[src/rtl/alu_issue_ctrl_if.sv]
// Handshake bundle between the ALU issue controller, its upstream issuer,
// the execute-stage ALU and the downstream writeback consumer.
interface alu_issue_ctrl_if #(
  parameter int TAG_W = 5
);
  logic             in_valid;
  logic             in_ready;
  logic [3:0]       in_ctrl;
  logic [31:0]      in_srcA;
  logic [31:0]      in_srcB;
  logic [TAG_W-1:0] in_tag;

  logic [3:0]       alu_ctrl;
  logic [31:0]      alu_srcA;
  logic [31:0]      alu_srcB;
  logic [31:0]      alu_result;

  logic             out_valid;
  logic             out_ready;
  logic [31:0]      out_result;
  logic [TAG_W-1:0] out_tag;
  logic             out_err;
  logic             busy;

  modport slave (
    input  in_valid, in_ctrl, in_srcA, in_srcB, in_tag, alu_result, out_ready,
    output in_ready, alu_ctrl, alu_srcA, alu_srcB,
           out_valid, out_result, out_tag, out_err, busy
  );

  modport master (
    output in_valid, in_ctrl, in_srcA, in_srcB, in_tag, alu_result, out_ready,
    input  in_ready, alu_ctrl, alu_srcA, alu_srcB,
           out_valid, out_result, out_tag, out_err, busy
  );
endinterface

[src/rtl/alu_issue_ctrl.sv]
// Issue/collect controller for the execute-stage ALU: registers one op into the
// ALU, waits out the FP adder latency, and queues tagged results toward writeback.
module alu_issue_ctrl #(
  parameter int FP_LAT = 3,
  parameter int TAG_W  = 5,
  parameter int DEPTH  = 4
) (
  input  logic            clock,
  input  logic            reset_n,
  alu_issue_ctrl_if.slave bus
);

  localparam int PTR_W = (DEPTH > 1) ? $clog2(DEPTH) : 1;
  localparam int CNT_W = PTR_W + 1;
  localparam int LAT_W = (FP_LAT > 1) ? $clog2(FP_LAT) : 1;
  localparam logic [3:0] OP_FADD = 4'd2;

  typedef enum logic [1:0] {IDLE, EXEC, FP_WAIT} state_e;

  typedef struct packed {
    logic             err;
    logic [TAG_W-1:0] tag;
    logic [31:0]      res;
  } entry_t;

  state_e           state_q, state_d;
  logic [LAT_W-1:0] lat_cnt_q, lat_cnt_d;
  logic [3:0]       alu_ctrl_q, alu_ctrl_d;
  logic [31:0]      src_a_q, src_a_d;
  logic [31:0]      src_b_q, src_b_d;
  logic [TAG_W-1:0] tag_q, tag_d;
  logic             err_q, err_d;
  logic [PTR_W-1:0] wr_ptr_q, wr_ptr_d;
  logic [PTR_W-1:0] rd_ptr_q, rd_ptr_d;
  logic [CNT_W-1:0] count_q, count_d;

  entry_t           fifo_mem [DEPTH];
  entry_t           head;

  logic             fp_op, legal_op;
  logic             in_ready, out_valid, accept, push, pop;
  logic [CNT_W:0]   occupancy;

  assign fp_op    = (bus.in_ctrl == OP_FADD);
  assign legal_op = (bus.in_ctrl == 4'd1) || (bus.in_ctrl >= 4'd4 && bus.in_ctrl <= 4'd9);

  // An op sitting in the ALU already owns a FIFO slot, so it counts toward fullness.
  assign occupancy = {1'b0, count_q} + {{CNT_W{1'b0}}, (state_q != IDLE)};
  assign in_ready  = (state_q != FP_WAIT) && (occupancy < (CNT_W+1)'(DEPTH));
  assign out_valid = (count_q != '0);
  assign accept    = bus.in_valid && in_ready;
  assign pop       = out_valid && bus.out_ready;
  assign push      = (state_q == EXEC) || (state_q == FP_WAIT && lat_cnt_q == '0);

  always_comb begin
    // NOTE: every signal gets its hold value first so no path leaves it unassigned (no latch).
    state_d    = state_q;
    lat_cnt_d  = lat_cnt_q;
    alu_ctrl_d = alu_ctrl_q;
    src_a_d    = src_a_q;
    src_b_d    = src_b_q;
    tag_d      = tag_q;
    err_d      = err_q;

    unique case (state_q)
      IDLE: ;
      EXEC: begin
        state_d    = IDLE;
        alu_ctrl_d = 4'd0;
      end
      FP_WAIT: begin
        if (lat_cnt_q == '0) begin
          state_d    = IDLE;
          alu_ctrl_d = 4'd0;
        end else begin
          lat_cnt_d = lat_cnt_q - LAT_W'(1);
        end
      end
      default: state_d = IDLE;
    endcase

    // Accept only happens in IDLE/EXEC, so it overrides the EXEC retirement above.
    if (accept) begin
      state_d    = fp_op ? FP_WAIT : EXEC;
      lat_cnt_d  = LAT_W'(FP_LAT - 1);
      alu_ctrl_d = (fp_op || legal_op) ? bus.in_ctrl : 4'd0;
      err_d      = !(fp_op || legal_op);
      src_a_d    = bus.in_srcA;
      src_b_d    = bus.in_srcB;
      tag_d      = bus.in_tag;
    end
  end

  always_comb begin
    wr_ptr_d = wr_ptr_q + PTR_W'(push);
    rd_ptr_d = rd_ptr_q + PTR_W'(pop);
    count_d  = count_q + CNT_W'(push) - CNT_W'(pop);
  end

  // NOTE: sequential state uses non-blocking assignments so all flops update together.
  always_ff @(posedge clock or negedge reset_n) begin
    if (!reset_n) begin
      state_q    <= IDLE;
      lat_cnt_q  <= '0;
      alu_ctrl_q <= 4'd0;
      src_a_q    <= '0;
      src_b_q    <= '0;
      tag_q      <= '0;
      err_q      <= 1'b0;
      wr_ptr_q   <= '0;
      rd_ptr_q   <= '0;
      count_q    <= '0;
    end else begin
      state_q    <= state_d;
      lat_cnt_q  <= lat_cnt_d;
      alu_ctrl_q <= alu_ctrl_d;
      src_a_q    <= src_a_d;
      src_b_q    <= src_b_d;
      tag_q      <= tag_d;
      err_q      <= err_d;
      wr_ptr_q   <= wr_ptr_d;
      rd_ptr_q   <= rd_ptr_d;
      count_q    <= count_d;
    end
  end

  // NOTE: storage is not reset; the head outputs are masked by out_valid instead.
  always_ff @(posedge clock) begin
    if (push) begin
      fifo_mem[wr_ptr_q] <= '{err: err_q, tag: tag_q, res: bus.alu_result};
    end
  end

  assign head = fifo_mem[rd_ptr_q];

  assign bus.in_ready   = in_ready;
  assign bus.alu_ctrl   = alu_ctrl_q;
  assign bus.alu_srcA   = src_a_q;
  assign bus.alu_srcB   = src_b_q;
  assign bus.out_valid  = out_valid;
  assign bus.out_result = out_valid ? head.res : '0;
  assign bus.out_tag    = out_valid ? head.tag : '0;
  assign bus.out_err    = out_valid && head.err;
  assign bus.busy       = (state_q != IDLE) || out_valid;

endmodule

[src/flat_wrapper.sv]
// flat-port wrapper written by rule: the top's interface ports become plain ports
module alu_issue_ctrl_flat 
#(
  parameter int FP_LAT = 3,
  parameter int TAG_W  = 5,
  parameter int DEPTH  = 4
)
  (clock, reset_n, bus_in_valid, bus_in_ctrl, bus_in_srcA, bus_in_srcB, bus_in_tag, bus_alu_result, bus_out_ready, bus_in_ready, bus_alu_ctrl, bus_alu_srcA, bus_alu_srcB, bus_out_valid, bus_out_result, bus_out_tag, bus_out_err, bus_busy);
  alu_issue_ctrl_if #(.TAG_W(TAG_W)) bus_i ();
  input  logic clock;
  input  logic reset_n;
  input wire logic [$bits(bus_i.in_valid)-1:0] bus_in_valid;
  input wire logic [$bits(bus_i.in_ctrl)-1:0] bus_in_ctrl;
  input wire logic [$bits(bus_i.in_srcA)-1:0] bus_in_srcA;
  input wire logic [$bits(bus_i.in_srcB)-1:0] bus_in_srcB;
  input wire logic [$bits(bus_i.in_tag)-1:0] bus_in_tag;
  input wire logic [$bits(bus_i.alu_result)-1:0] bus_alu_result;
  input wire logic [$bits(bus_i.out_ready)-1:0] bus_out_ready;
  output wire logic [$bits(bus_i.in_ready)-1:0] bus_in_ready;
  output wire logic [$bits(bus_i.alu_ctrl)-1:0] bus_alu_ctrl;
  output wire logic [$bits(bus_i.alu_srcA)-1:0] bus_alu_srcA;
  output wire logic [$bits(bus_i.alu_srcB)-1:0] bus_alu_srcB;
  output wire logic [$bits(bus_i.out_valid)-1:0] bus_out_valid;
  output wire logic [$bits(bus_i.out_result)-1:0] bus_out_result;
  output wire logic [$bits(bus_i.out_tag)-1:0] bus_out_tag;
  output wire logic [$bits(bus_i.out_err)-1:0] bus_out_err;
  output wire logic [$bits(bus_i.busy)-1:0] bus_busy;
  assign bus_i.in_valid = bus_in_valid;
  assign bus_i.in_ctrl = bus_in_ctrl;
  assign bus_i.in_srcA = bus_in_srcA;
  assign bus_i.in_srcB = bus_in_srcB;
  assign bus_i.in_tag = bus_in_tag;
  assign bus_i.alu_result = bus_alu_result;
  assign bus_i.out_ready = bus_out_ready;
  assign bus_in_ready = bus_i.in_ready;
  assign bus_alu_ctrl = bus_i.alu_ctrl;
  assign bus_alu_srcA = bus_i.alu_srcA;
  assign bus_alu_srcB = bus_i.alu_srcB;
  assign bus_out_valid = bus_i.out_valid;
  assign bus_out_result = bus_i.out_result;
  assign bus_out_tag = bus_i.out_tag;
  assign bus_out_err = bus_i.out_err;
  assign bus_busy = bus_i.busy;
  alu_issue_ctrl #(.FP_LAT(FP_LAT), .TAG_W(TAG_W), .DEPTH(DEPTH)) u_core (.clock(clock), .reset_n(reset_n), .bus(bus_i));
endmodule
[config.mk]
export PLATFORM = sky130hd
export DESIGN_NAME = alu_issue_ctrl_flat
export DESIGN_NICKNAME = d
export VERILOG_FILES = /design/src/rtl/alu_issue_ctrl_if.sv /design/src/rtl/alu_issue_ctrl.sv /design/src/flat_wrapper.sv
export SDC_FILE = /design/constraint.sdc
export NUM_CORES = 1
export LEC_CHECK = 0
export ABC_CLOCK_PERIOD_IN_PS = 4000
export CAP_MARGIN = 20
export CORE_MARGIN = 5
export CORE_UTILIZATION = 45
export CTS_CLUSTER_SIZE = 30
export DETAILED_ROUTE_END_ITERATION = 6
export DONT_BUFFER_PORTS = 1
export PLACE_DENSITY_LB_ADDON = 0.12
export SKIP_CTS_REPAIR_TIMING = 1
export SLEW_MARGIN = 40
export SYNTH_ARGS = -nofsm -noshare
export SYNTH_HDL_FRONTEND = slang
export SYNTH_SLANG_ARGS = --single-unit
export TNS_END_PERCENT = 20
[constraint.sdc]
create_clock -name clock -period 4 [get_ports clock]
set_clock_uncertainty 0.1 [all_clocks]
set_input_delay 0.4 -clock clock [delete_from_list [all_inputs] [get_ports clock]]
set_output_delay 0.4 -clock clock [all_outputs]
set_load 0.02 [all_outputs]
==> flow_summary.ini <==
[die]
start_util_pct = 45.67
pin_count = 218
die_w_um = 153.1
die_area_um2 = 23430
die_y_um = 153.1
design.core.area_um2 = 20170
row_count = 52

[worst_setup_path]
end_kind = output port
worst-path-buf-inv = 1
critPathSlowestCell = dfrtp_2
crit_type = flop to output port
worstPathArrival_ps = 2410
start_kind = flop
cp_top_family = flip-flops
path_cells = buf_12 -> mux4_2 -> and2_1
cp_slowest_stage_delay_ps = 810
crit_fanout = 22
cp.required_ps = 3500

[worst_hold_path]
hp-class = primary input to flop

[pwr]
p_switching_mw = 3.274
pwr_density_cell_nw_per_um2 = 824.1
pwr-share-seq_pct = 47.4
p_leak_nw = 4.161
netSwitchingFraction_pct = 34.46
clockPowerShare_pct = 25.2
pwr-share-comb_pct = 27.4
ir_worst_vdd_uv = 453.7
cell_internal_pwr_mw = 6.225

[timing]
report.final.hold_viol_count = 0
fmax_mhz = 343.8
slew_violations = 0
setup_viol = 0
min_period_ps = 2908
min_period_over_period_pct = 72.71
timing.hold.ws_ps = 12.87
rsz0062_at_grt = false
worst_pin_slew_ps = 779.6
maxSlewHeadroom_pct = 47.97

[synth]
synth_cell_types = 35
synthAdderAreaFrac_pct = 1.168
yosysSeqAreaShare_pct = 72.64
synth_warnings = 0
syn_inst = 478
synth_fp_nets = 595
synth_top_family_by_area = multiplexers
synth-compound-area-share_pct = 0.7063
synth_area_um2 = 9211
yosys.area_share.simple_pct = 4.754
syn_area_per_cell_um2 = 19.27
synth_mux_area_share_pct = 18.62
synth_xor_area_share_pct = 0.3803
synth_edf_count = 152
synth_seq_cells = 237
async_reset_ff_share_pct = 35.86
ys.flop_type = edfxtp_1

[cells_and_area]
antenna_cells = 0
final_core_util_pct = 57.14
final_nets = 719
instances_no_fill = 890
syn_to_final_growth_pct = 25.12
drive_gt1_share_pct = 24.35

[route]
wl_met3_um = 1441
drc_errors = 0
drt-initial-drc-count = 155
routed_wl_um = 18400
drt-met1-wl_um = 7289
drt_pass1_iterations = 4
viasPerCell = 5.219
ant_nets = 0
top_layer = met4
dr_total_vias = 4645
route.met2.wl_um = 9353
post_drt_wl_per_cell_um = 20.67

[run_status]
status = finished, final reports clean

[grt]
globalRoute.totalOverflow = 0
grt.total_usage_pct = 14.77
grt_max_degree = 86
first_global_vias = 4788
grt_antenna_before_repair = 0
grt_pass1_wl_um = 27700

[clocking]
clock-sinks = 237
clockBufferDepth = 3
root_buffer = clkbuf_16
cts_buffers = 24
cts_tree = built
clk_pin_slew_ps = 60
h-tree-depth = 1
clock_latency_ps = 500

[placement]
hpwlAfterDp_um = 11380
io_buffers = 0
gp_congestion = 0.7115
placed_cells = 737

[run]
maxCapViolCount = 0
-- synthesized netlist by cell type (2+ instances only) --
cell type	count	area, um^2
mux2_1	13	146.4
mux2_2	58	653.1
mux4_2	38	855.8
edfxtp_1	152	4564
xor2_1	2	17.52
and2_1	38	237.7
inv_1	9	33.78
ha_1	7	87.58
mux2i_1	6	60.06
dfrtp_1	85	2127
nand2b_1	4	25.02
nor2_1	8	30.03
buf_4	5	37.54
o21ai_0	3	15.01
nand2_1	13	48.80
buf_2	4	20.02
nand3_1	3	15.01
buf_6	3	33.78
clkbuf_1	8	30.03
nor3_1	2	10.01
xnor2_1	2	17.52
nor2b_1	2	12.51
-- registers in the layout (all words and copies together), names as in the netlist, 3 cells and up --
register / count
u_core.bus.alu_srcB: 32
u_core.bus.alu_ctrl: 4
u_core.tag_q: 5
u_core.fifo_mem: 152
u_core.count_q: 3
u_core.bus.alu_srcA: 32
-- cell usage in the layout, fill, tap and decap left out, types with 8 or more instances in the layout --
cell type,synthesis,final
and2_1,38,38
buf_4,5,8
clkbuf_16,0,25
dfrtp_1,85,83
dlygate4sd3_1,0,108
edfxtp_1,152,152
inv_1,9,9
mux2_1,13,13
mux2_2,58,58
mux4_2,38,38
nand2_1,13,13
-- per-stage QoR --
step	area (um^2)	worst slack (ps)	power, mW	TNS, ps
floorplan	9216	-58.64	6.476	-2228
global placement	9552	1486	7.027	0
detailed placement	9554	1432	7.107	0
CTS	10420	984.7	9.538	0
global route	11520	901.1	10.02	0
finish	11520	1092	9.498	0
-- cell type report --
cell class	instances	area, um^2
inverters	9	33.78
fillers	1554	8645
clock inverters	11	176.4
flip-flops and latches	237	6696
multi-input cells	211	2386
clock buffers	33	685.7
repair buffers	119	1209
well taps	270	337.8
-- power by group through the flow --
stage | combinational [mW] | sequential (mW) | clock (mW)
floorplan | 2.22 | 4.25 | 0
detailed placement | 2.55 | 4.56 | 0
global route | 2.84 | 4.61 | 2.57
global placement | 2.49 | 4.53 | 0
CTS | 2.54 | 4.53 | 2.46
finish | 2.60 | 4.51 | 2.39
-- kinds of logic after synthesis --
group	after synthesis
AO/OA/AOI/OAI	7
XOR/XNOR	4
adder cells (fa/ha/maj)	8
buffers and inverters	30
flip-flops	237
multiplexers	115
AND/OR/NAND/NOR	77
-- worst paths after layout --
kind,start,to,slack [ps],cells past startpoint
worst min register to register,u_core.lat_cnt_q[1],u_core.lat_cnt_q[1],410,1
worst max-delay path,u_core.rd_ptr_q[0],bus_out_result[12],1090,3
max in group asynchronous,reset_n,u_core.rd_ptr_q[1],3070,2
worst max register to register,u_core.state_q[0],u_core.bus.alu_srcB[14],1410,7
worst min-delay path,bus_out_ready,u_core.rd_ptr_q[0],10,2
min in group asynchronous,reset_n,u_core.count_q[2],370,2
-- layer usage --
| layer | vias up | global-route usage (%) |
|---|---|---|
| met3 | 25 | 6.672 |
| li1 | 2066 | - |
| met2 | 170 | 24.95 |
| met5 | - | 0 |
| met1 | 2384 | 17.47 |
| met4 | 0 | 3.437 |
Note: power is estimated with default switching activity, not from simulation.
